$ cat src/rtl/ucore_port_responder_if.sv
// ucore_port_responder_if
// Request/response bundle between a microcoded core's output/input ports and
// the port responder. The core side uses the master modport, the responder
// uses the slave modport.
// Optional macro UCORE_RESP_PARITY_EN adds the rsp_par response bit.
interface ucore_port_responder_if #(
   parameter int ADDR_W = 4,
   parameter int DATA_W = 8
);
   // Request, driven by the core
   logic              req_tog;
   logic              req_we;
   logic [ADDR_W-1:0] req_addr;
   logic [DATA_W-1:0] req_wdata;

   // Response, driven by the responder
   logic              ack_tog;
   logic [DATA_W-1:0] rsp_rdata;
   logic              rsp_err;
   logic              busy;
   logic              overrun;
`ifdef UCORE_RESP_PARITY_EN
   logic              rsp_par;
`endif

`ifdef UCORE_RESP_PARITY_EN
   modport master (
      output req_tog, req_we, req_addr, req_wdata,
      input  ack_tog, rsp_rdata, rsp_err, busy, overrun, rsp_par
   );
   modport slave (
      input  req_tog, req_we, req_addr, req_wdata,
      output ack_tog, rsp_rdata, rsp_err, busy, overrun, rsp_par
   );
`else
   modport master (
      output req_tog, req_we, req_addr, req_wdata,
      input  ack_tog, rsp_rdata, rsp_err, busy, overrun
   );
   modport slave (
      input  req_tog, req_we, req_addr, req_wdata,
      output ack_tog, rsp_rdata, rsp_err, busy, overrun
   );
`endif
endinterface

$ cat src/rtl/ucore_port_responder.sv
// ucore_port_responder
// Services toggle-protocol requests from a microcoded core against a local
// scratch memory (read, or write with swap semantics returning the old word)
// and answers with an acknowledge toggle plus response data.
// Optional macro UCORE_RESP_PARITY_EN adds a registered even-parity bit of
// the response data (forced to 0 on error responses).
module ucore_port_responder #(
   parameter int ADDR_W      = 4,
   parameter int DATA_W      = 8,
   parameter int DEPTH       = 12,
   parameter int WAIT_CYCLES = 2
) (
   input logic                   clk,
   input logic                   reset,
   ucore_port_responder_if.slave port
);

   typedef enum logic [1:0] {
      S_IDLE    = 2'd0,
      S_WAIT    = 2'd1,
      S_RESPOND = 2'd2
   } state_t;

   localparam logic [3:0]      WAIT_L  = 4'(WAIT_CYCLES);
   localparam logic [ADDR_W:0] DEPTH_L = (ADDR_W+1)'(DEPTH);

   state_t              state_q, state_d;
   logic [3:0]          cnt_q, cnt_d;
   logic                seen_q, seen_d;
   logic                we_q, we_d;
   logic [ADDR_W-1:0]   addr_q, addr_d;
   logic [DATA_W-1:0]   wdata_q, wdata_d;
   logic                ack_q, ack_d;
   logic [DATA_W-1:0]   rdata_q, rdata_d;
   logic                err_q, err_d;
   logic                busy_q, busy_d;
   logic                over_q, over_d;
`ifdef UCORE_RESP_PARITY_EN
   logic                par_q, par_d;
`endif

   logic [DATA_W-1:0]   mem_q [DEPTH];
   logic [DEPTH-1:0]    entry_sel;
   logic [DATA_W-1:0]   rd_val;
   logic                hit;
   logic                pending;
   logic                mem_we;

   // One-hot entry decode of the latched address; out-of-range addresses
   // select nothing, so they can never touch the memory.
   generate
      for (genvar gi = 0; gi < DEPTH; gi++) begin : g_sel
         localparam logic [ADDR_W-1:0] IDX = ADDR_W'(gi);
         assign entry_sel[gi] = (addr_q == IDX);
      end
   endgenerate

   assign hit     = ({1'b0, addr_q} < DEPTH_L);
   assign pending = (port.req_tog != seen_q);

   // Read mux: current contents of the addressed entry (old value for a swap).
   always_comb begin
      rd_val = '0;
      for (int i = 0; i < DEPTH; i++) begin
         if (entry_sel[i]) begin
            rd_val = mem_q[i];
         end
      end
   end

   // Next-state and response logic for the accept / wait / respond sequence.
   always_comb begin
      state_d = state_q;
      cnt_d   = cnt_q;
      seen_d  = seen_q;
      we_d    = we_q;
      addr_d  = addr_q;
      wdata_d = wdata_q;
      ack_d   = ack_q;
      rdata_d = rdata_q;
      err_d   = err_q;
      busy_d  = busy_q;
      mem_we  = 1'b0;
`ifdef UCORE_RESP_PARITY_EN
      par_d   = par_q;
`endif
      // A toggle arriving while a request is still in service is a protocol
      // violation; it is remembered and serviced after the current one.
      over_d  = over_q | ((state_q != S_IDLE) && pending);

      case (state_q)
         S_IDLE: begin
            if (pending) begin
               we_d    = port.req_we;
               addr_d  = port.req_addr;
               wdata_d = port.req_wdata;
               seen_d  = port.req_tog;
               busy_d  = 1'b1;
               cnt_d   = WAIT_L;
               state_d = (WAIT_L == 4'd0) ? S_RESPOND : S_WAIT;
            end
         end
         S_WAIT: begin
            if (cnt_q <= 4'd1) begin
               cnt_d   = 4'd0;
               state_d = S_RESPOND;
            end else begin
               cnt_d = cnt_q - 4'd1;
            end
         end
         S_RESPOND: begin
            mem_we  = we_q & hit;
            rdata_d = hit ? rd_val : '0;
            err_d   = ~hit;
`ifdef UCORE_RESP_PARITY_EN
            par_d   = hit ? (^rd_val) : 1'b0;
`endif
            ack_d   = ~ack_q;
            busy_d  = 1'b0;
            state_d = S_IDLE;
         end
         default: begin
            state_d = S_IDLE;
            busy_d  = 1'b0;
         end
      endcase
   end

   // Control and response registers.
   always_ff @(posedge clk) begin
      if (reset) begin
         state_q <= S_IDLE;
         cnt_q   <= '0;
         seen_q  <= 1'b0;
         we_q    <= 1'b0;
         addr_q  <= '0;
         wdata_q <= '0;
         ack_q   <= 1'b0;
         rdata_q <= '0;
         err_q   <= 1'b0;
         busy_q  <= 1'b0;
         over_q  <= 1'b0;
      end else begin
         state_q <= state_d;
         cnt_q   <= cnt_d;
         seen_q  <= seen_d;
         we_q    <= we_d;
         addr_q  <= addr_d;
         wdata_q <= wdata_d;
         ack_q   <= ack_d;
         rdata_q <= rdata_d;
         err_q   <= err_d;
         busy_q  <= busy_d;
         over_q  <= over_d;
      end
   end

   // Scratch memory; every entry is cleared by reset, so it is kept in flops.
   always_ff @(posedge clk) begin
      if (reset) begin
         for (int i = 0; i < DEPTH; i++) begin
            mem_q[i] <= '0;
         end
      end else if (mem_we) begin
         for (int i = 0; i < DEPTH; i++) begin
            if (entry_sel[i]) begin
               mem_q[i] <= wdata_q;
            end
         end
      end
   end

`ifdef UCORE_RESP_PARITY_EN
   // Parity bit registered alongside the response data.
   always_ff @(posedge clk) begin
      if (reset) begin
         par_q <= 1'b0;
      end else begin
         par_q <= par_d;
      end
   end

   assign port.rsp_par = par_q;
`endif

   assign port.ack_tog   = ack_q;
   assign port.rsp_rdata = rdata_q;
   assign port.rsp_err   = err_q;
   assign port.busy      = busy_q;
   assign port.overrun   = over_q;

endmodule

$ cat src/flat_wrapper.sv
// flat-port wrapper written by rule: the top's interface ports become plain ports
module ucore_port_responder_flat 
#(
   parameter int ADDR_W      = 4,
   parameter int DATA_W      = 8,
   parameter int DEPTH       = 12,
   parameter int WAIT_CYCLES = 2
)
  (clk, reset, port_req_tog, port_req_we, port_req_addr, port_req_wdata, port_ack_tog, port_rsp_rdata, port_rsp_err, port_busy, port_overrun);
  ucore_port_responder_if #(.ADDR_W(ADDR_W), .DATA_W(DATA_W)) port_i ();
  input logic clk;
  input logic reset;
  input wire logic [$bits(port_i.req_tog)-1:0] port_req_tog;
  input wire logic [$bits(port_i.req_we)-1:0] port_req_we;
  input wire logic [$bits(port_i.req_addr)-1:0] port_req_addr;
  input wire logic [$bits(port_i.req_wdata)-1:0] port_req_wdata;
  output wire logic [$bits(port_i.ack_tog)-1:0] port_ack_tog;
  output wire logic [$bits(port_i.rsp_rdata)-1:0] port_rsp_rdata;
  output wire logic [$bits(port_i.rsp_err)-1:0] port_rsp_err;
  output wire logic [$bits(port_i.busy)-1:0] port_busy;
  output wire logic [$bits(port_i.overrun)-1:0] port_overrun;
  assign port_i.req_tog = port_req_tog;
  assign port_i.req_we = port_req_we;
  assign port_i.req_addr = port_req_addr;
  assign port_i.req_wdata = port_req_wdata;
  assign port_ack_tog = port_i.ack_tog;
  assign port_rsp_rdata = port_i.rsp_rdata;
  assign port_rsp_err = port_i.rsp_err;
  assign port_busy = port_i.busy;
  assign port_overrun = port_i.overrun;
  ucore_port_responder #(.ADDR_W(ADDR_W), .DATA_W(DATA_W), .DEPTH(DEPTH), .WAIT_CYCLES(WAIT_CYCLES)) u_core (.clk(clk), .reset(reset), .port(port_i));
endmodule
$ cat config.mk
export PLATFORM = sky130hd
export DESIGN_NAME = ucore_port_responder_flat
export DESIGN_NICKNAME = d
export VERILOG_FILES = /design/src/rtl/ucore_port_responder_if.sv /design/src/rtl/ucore_port_responder.sv /design/src/flat_wrapper.sv
export SDC_FILE = /design/constraint.sdc
export NUM_CORES = 1
export LEC_CHECK = 0
export ABC_AREA = 1
export BUFFER_PORTS_ARGS = -buffer_cell sky130_fd_sc_hd__buf_2
export CAP_MARGIN = 20
export CORE_MARGIN = 8
export CORE_UTILIZATION = 55
export CTS_CLUSTER_SIZE = 8
export DETAILED_ROUTE_END_ITERATION = 6
export GPL_TIMING_DRIVEN = 0
export HOLD_SLACK_MARGIN = 0.06
export PLACE_DENSITY_LB_ADDON = 0.1
export SLEW_MARGIN = 40
export SYNTH_ARGS = -nofsm -noshare
export SYNTH_HDL_FRONTEND = slang
export SYNTH_SLANG_ARGS = --single-unit
$ cat constraint.sdc
create_clock -name clk -period 1.6 [get_ports clk]
set_input_delay 0.48 -clock clk [delete_from_list [all_inputs] [get_ports clk]]
set_output_delay 0.48 -clock clk [all_outputs]
set_load 0.01 [all_outputs]
Word-level counts from Yosys, hierarchy flattened
Memory sizes are Yosys's and may differ from the RTL's.
Cells that the tools add are included.
- multiplexer cells: 84
- reductions and logical operators: 9
- div/mod/pow operators: 0
- shifts and indexed selects: 0
- bitwise operators: 17
- eq/ne operators: 16
- $add $sub $neg: 1
- order comparisons: 2
- $mul: 0
- operators by type and width (cell ; count):
    $mux W8 ; 25
    $mux W1 ; 52
    $eq A4 B3 Y1 const B ; 4
    $eq A4 B4 Y1 const B ; 4
    $or A1 B1 Y1 ; 13
    $eq A4 B2 Y1 const B ; 2
    $mux W4 ; 2
    $pmux W4 S2 ; 1
    $reduce_and A2 Y1 ; 4
    $eq A4 B1 Y1 const B ; 1
    $le A4 B1 Y1 const B ; 1
    $logic_not A4 Y1 ; 1
    $lt A4 B4 Y1 const B ; 1
    $mux W2 ; 2
    $ne A2 B1 Y1 const B ; 2
    $pmux W2 S2 ; 1
    $reduce_bool A2 Y1 ; 2
    $sub A4 B1 Y4 const B ; 1
    $not A1 Y1 ; 3
    $eq A2 B1 Y1 const B ; 1
    $eq A2 B2 Y1 const B ; 1
    $logic_not A2 Y1 ; 1
    $pmux W1 S2 ; 1
    $and A1 B1 Y1 ; 1
    2 further kinds ; 2
- memories kept: 1
- output and inout bits: 12
- RAM bits: 96
- latch bits: 0
- logic and storage cells: 141
- register bits: 32
- bits in read-only memories: 0
- memory list (name ; words ; bits a word ; rd ports ; clocked after memory_dff ; wr ports ; RTL line ; source):
    u_core.mem_q ; 12 ; 8 ; 12 ; 0 ; 12 ; ucore_port_responder.sv:42 ; logic [DATA_W-1:0] mem_q [DEPTH];

Depth between registers and ports, before layout
- depth in word-level cells: 14
- mapped depth: 13
- mapped depth without buffers: 13

Worst setup path before layout
OpenSTA, ideal clock, no wires.
- path kind: register to register
- from: reg u_core.addr_q[3]
- to: mem u_core.mem_q[9][0] (netlist: u_core.mem_q[0][72]), enable pin
- buffers on the path: 1
- period minus slack after synthesis: 1.662 ns
- slack: -0.062 ns
- required time: 1.271 ns
- arrival: 1.333 ns
- library setup time: 0.329 ns
- stages on the path, launching flop included: 8
- path through: dfxtp_1 -> inv_1 -> nor2_1 -> inv_1 -> nor2_1 -> buf_2 -> nand2_1 -> nand2_1
- RTL lines (what ; RTL line ; source):
    start, declared ; ucore_port_responder.sv:31 ; logic [ADDR_W-1:0] addr_q, addr_d;
    start signal, assigned ; ucore_port_responder.sv:148 ; addr_q <= addr_d;
    end, declared ; ucore_port_responder.sv:42 ;

Worst setup path after layout
- from: reg u_core.addr_q[1]
- to: reg u_core.rdata_q[5] (netlist: u_core.port.rsp_rdata[5])
- longest elaborated chain between the ends: 14
- RTL lines (what ; RTL line ; source):
    $logic_not A4 Y1 ; ucore_port_responder.sv:54 ; assign entry_sel[gi] = (addr_q == IDX);
    $mux W8 (12 in a row) ; ucore_port_responder.sv:65 ; if (entry_sel[i]) begin
    $mux W8 * ; ucore_port_responder.sv:113 ; rdata_d = hit ? rd_val : '0;
    end signal, assigned ; ucore_port_responder.sv:151 ; rdata_q <= rdata_d;
    end, declared ; ucore_port_responder.sv:34 ; logic [DATA_W-1:0] rdata_q, rdata_d;
Mark *: on every way between the ends. The rest lies on a longest branch, timed or not.
A chain may end at the register's enable or synchronous reset.

==> impl_metrics.tcl <==
set metrics [dict create \
    finalCritPeriodShare_pct 111 \
    postPlaceCellArea_mm2 0.00579 \
    setup_ws_ns -0.181 \
    rsz0062_at_grt "yes" \
    end_kind "register" \
    antenna_found_initial 0 \
    dp.final_hpwl_um 8660 \
    die_y_um 116 \
    synth_top_family_by_area "simple AND/OR/NAND/NOR gates" \
    vias 4257 \
    cap_violations 0 \
    fin_area_mm2 0.00705 \
    whs_ns 0.208 \
    overflow 0 \
    die_area_mm2 0.0134 \
    hold_viol_final 0 \
    drt_iter0_markers 383 \
    ys_top_cells_by_area "edfxtp_1 (53%), dfxtp_1 (12%), nand2_1 (8.6%), nor2_1 (7.8%), a21oi_1 (3.7%)" \
    fmax_mhz 561 \
    ctsLongestPathBuffers 2 \
    synthCells 579 \
    syn_avg_cell_area_um2 9.46 \
    numCtsBuffers 17 \
    drive_above_1_share_pct 26.0 \
    grt_pass1_vias 4143 \
    ir_worst_vdd_uv 807 \
    diodes 0 \
    clock_latency_ns 0.53 \
    synth_compound_area_share_pct 6.38 \
    cts_sinks 128 \
    clk_pin_slew_ns 0.06 \
    synth.distinct_cells 25 \
    synthMuxAreaShare_pct 0 \
    firstDrtPassIters 5 \
    status "finished, violations left" \
    initial_utilization_pct 56.3 \
    synth-simple-area-share_pct 23.6 \
    worstPathMaxFanout 6 \
    cp.required_ns 1.99 \
    slew_headroom_pct 31.6 \
    fin_crit_ns 1.78 \
    slew_violations 0 \
    synth-adder-area-share_pct 0.457 \
    cts_root_buffer "clkbuf_8" \
    start_kind "register" \
    critPathSlowestCell "dfxtp_4" \
    h-tree-depth 4 \
    powerDensity_mw_per_mm2 1500 \
    grt_start_max_net_pins 17 \
    ios 28 \
    ys_ff_latch 128 \
    syn_area_mm2 0.00548 \
    fin_cells 794 \
    critPathKind "register to register" \
    num_rows 36 \
    dp_cells 739 \
    setup_violations 8 \
    hold_class "primary input to register" \
    die_width_um 116 \
    yosysTopAreaCell "edfxtp_1" \
    cts_tree "yes" \
    tns_ns -0.915 \
    tightest_slew_ns 1.03 \
    crit_chain "inv_4 -> nand2_1 -> nor2_4 -> buf_4 -> nand2_1 -> nand4_1 -> nor3_2 -> nand4_1 -> nand2_1 -> a21oi_1" \
    place.gp.congestion 0.855 \
    wl_per_cell_um 17.2 \
    grt_pass1_wl_um 20500 \
    wirelength_um 13700 \
    core_area_mm2 0.00973 \
    cpPeakStageDelay_ns 0.38 \
    netlist.area_leader.share_pct 52.7 \
    syn_to_final_growth_pct 28.7 \
    synth_fp_nets 597 \
    io_buffers 27 \
    p_leak_nw 2.81 \
    crit_arrival_ns 2.17 \
    finalClockSkew_ns 0.00761 \
    holdBufCountCts 0 \
    cpMostUsedCell "nand2_1" \
    drt.antenna.violating_nets 0 \
    vias_per_cell 5.36 \
    ys_seq_area_share_pct 64.4 \
    drc 0 \
    fin_nets 666 \
    synth_xor_area_share_pct 0 \
    yosysWarnings 0 \
    violations "negative setup slack" \
    track_usage_pct 20.8 \
]
[synthesized netlist by cell type]
cell type  count
a211oi_1       1
a21oi_1       40
a31oi_1        1
and3_1         2
buf_1          1
buf_2          5
clkbuf_1       5
clkinv_1       9
dfxtp_1       32
edfxtp_1      96
ha_1           2
inv_1         53
inv_2          1
nand2_1      126
nand2_2        2
nand3_1       24
nand4_1       11
nor2_1       114
nor2_2         5
nor2_4         3
nor3_1         5
nor3b_1        1
o21ai_0       27
or2_0          6
or2_2          7
[registers in the layout (all words and copies together) (netlist names)]
register               flops
u_core.port.rsp_err        1
u_core.port.busy           1
u_core.port.overrun        1
u_core.mem_q              96
u_core.addr_q              4
u_core.cnt_q               4
u_core.wdata_q             8
u_core.seen_q              1
u_core.we_q                1
u_core.port.ack_tog        1
u_core.state_q             2
u_core.port.rsp_rdata      8
[report_power, final]
| group | leakage [nW] | internal, W | switching, W |
|---|---|---|---|
| Clock | 0.286 | 0.00217 | 0.00149 |
| Combinational | 1.27 | 0.000886 | 0.00186 |
| Sequential | 1.26 | 0.00394 | 0.000209 |
[layer usage]
| metal | global-route usage (%) | vias up | routed length (um) |
|---|---|---|---|
| li1 | - | 2063 | - |
| met1 | 23.2 | 2039 | 5280 |
| met2 | 35.8 | 124 | 7200 |
| met3 | 6.83 | 31 | 914 |
| met4 | 8.56 | 0 | 288 |
| met5 | 0 | - | 0 |
[what timing repair did]
item / CTS / global route
resized for setup: 75 / 52
pin swaps: 11 / 16
hold endpoints to repair: 0 / 0
setup buffers: 10 / 12
setup endpoints to repair: 176 / 128
cloned: 1 / 0
[stage by stage]
step | setup WS (ns) | total power, W | utilization [%]
floorplan | -0.0536 | 0.00558 | -
global placement | -0.486 | 0.00622 | 59.5
detailed placement | -0.568 | 0.00629 | 59.5
CTS | -0.158 | 0.0102 | 69.1
global route | -0.279 | 0.0110 | 72.4
finish | -0.181 | 0.0106 | 72.4
[layout by cell type (no fill, tap or decap), types with 17 or more instances in the layout]
cell type  instances
o21ai_0           26
inv_1             45
dfxtp_1           27
nand3_1           22
buf_4             21
a21oi_1           38
edfxtp_1          96
buf_2             28
nor2_1           101
nand2_1           94
clkbuf_16         17
[critical path, delay by kind of cell (launching register included)]
family / cells / cell delay (ns)
AOI/OAI and AO/OA: 1 / 0.06
buffers and inverters: 2 / 0.23
DFF: 1 / 0.38
and+or+nand+nor: 7 / 0.96
[worst paths after layout]
path	from	endpoint	slack, ns	cells after the start
worst max register to register	u_core.addr_q[1]	u_core.port.rsp_rdata[5]	-0.18	10
worst min register to register	u_core.wdata_q[3]	u_core.wdata_q[3]	0.46	2
worst min-delay path	port_req_tog	u_core.seen_q	0.21	3
worst max-delay path	u_core.addr_q[1]	u_core.port.rsp_rdata[5]	-0.18	10
[cell families after synthesis]
kind of cell	Yosys count
AND/OR/NAND/NOR	306
flip-flops	128
AO/OA/AOI/OAI	69
buffers and inverters	74
adder cells (fa/ha/maj)	2
[layout make-up]
cell class	instances	area [um^2]
plain buffers	11	72.6
clock buffers	18	439
clock inverters	14	128
fillers	674	2680
inverters	63	245
multi-input cells	377	2100
flip-flops and latches	128	3540
well taps	133	166
repair buffers	50	357
(Power assumes the default switching activity.)
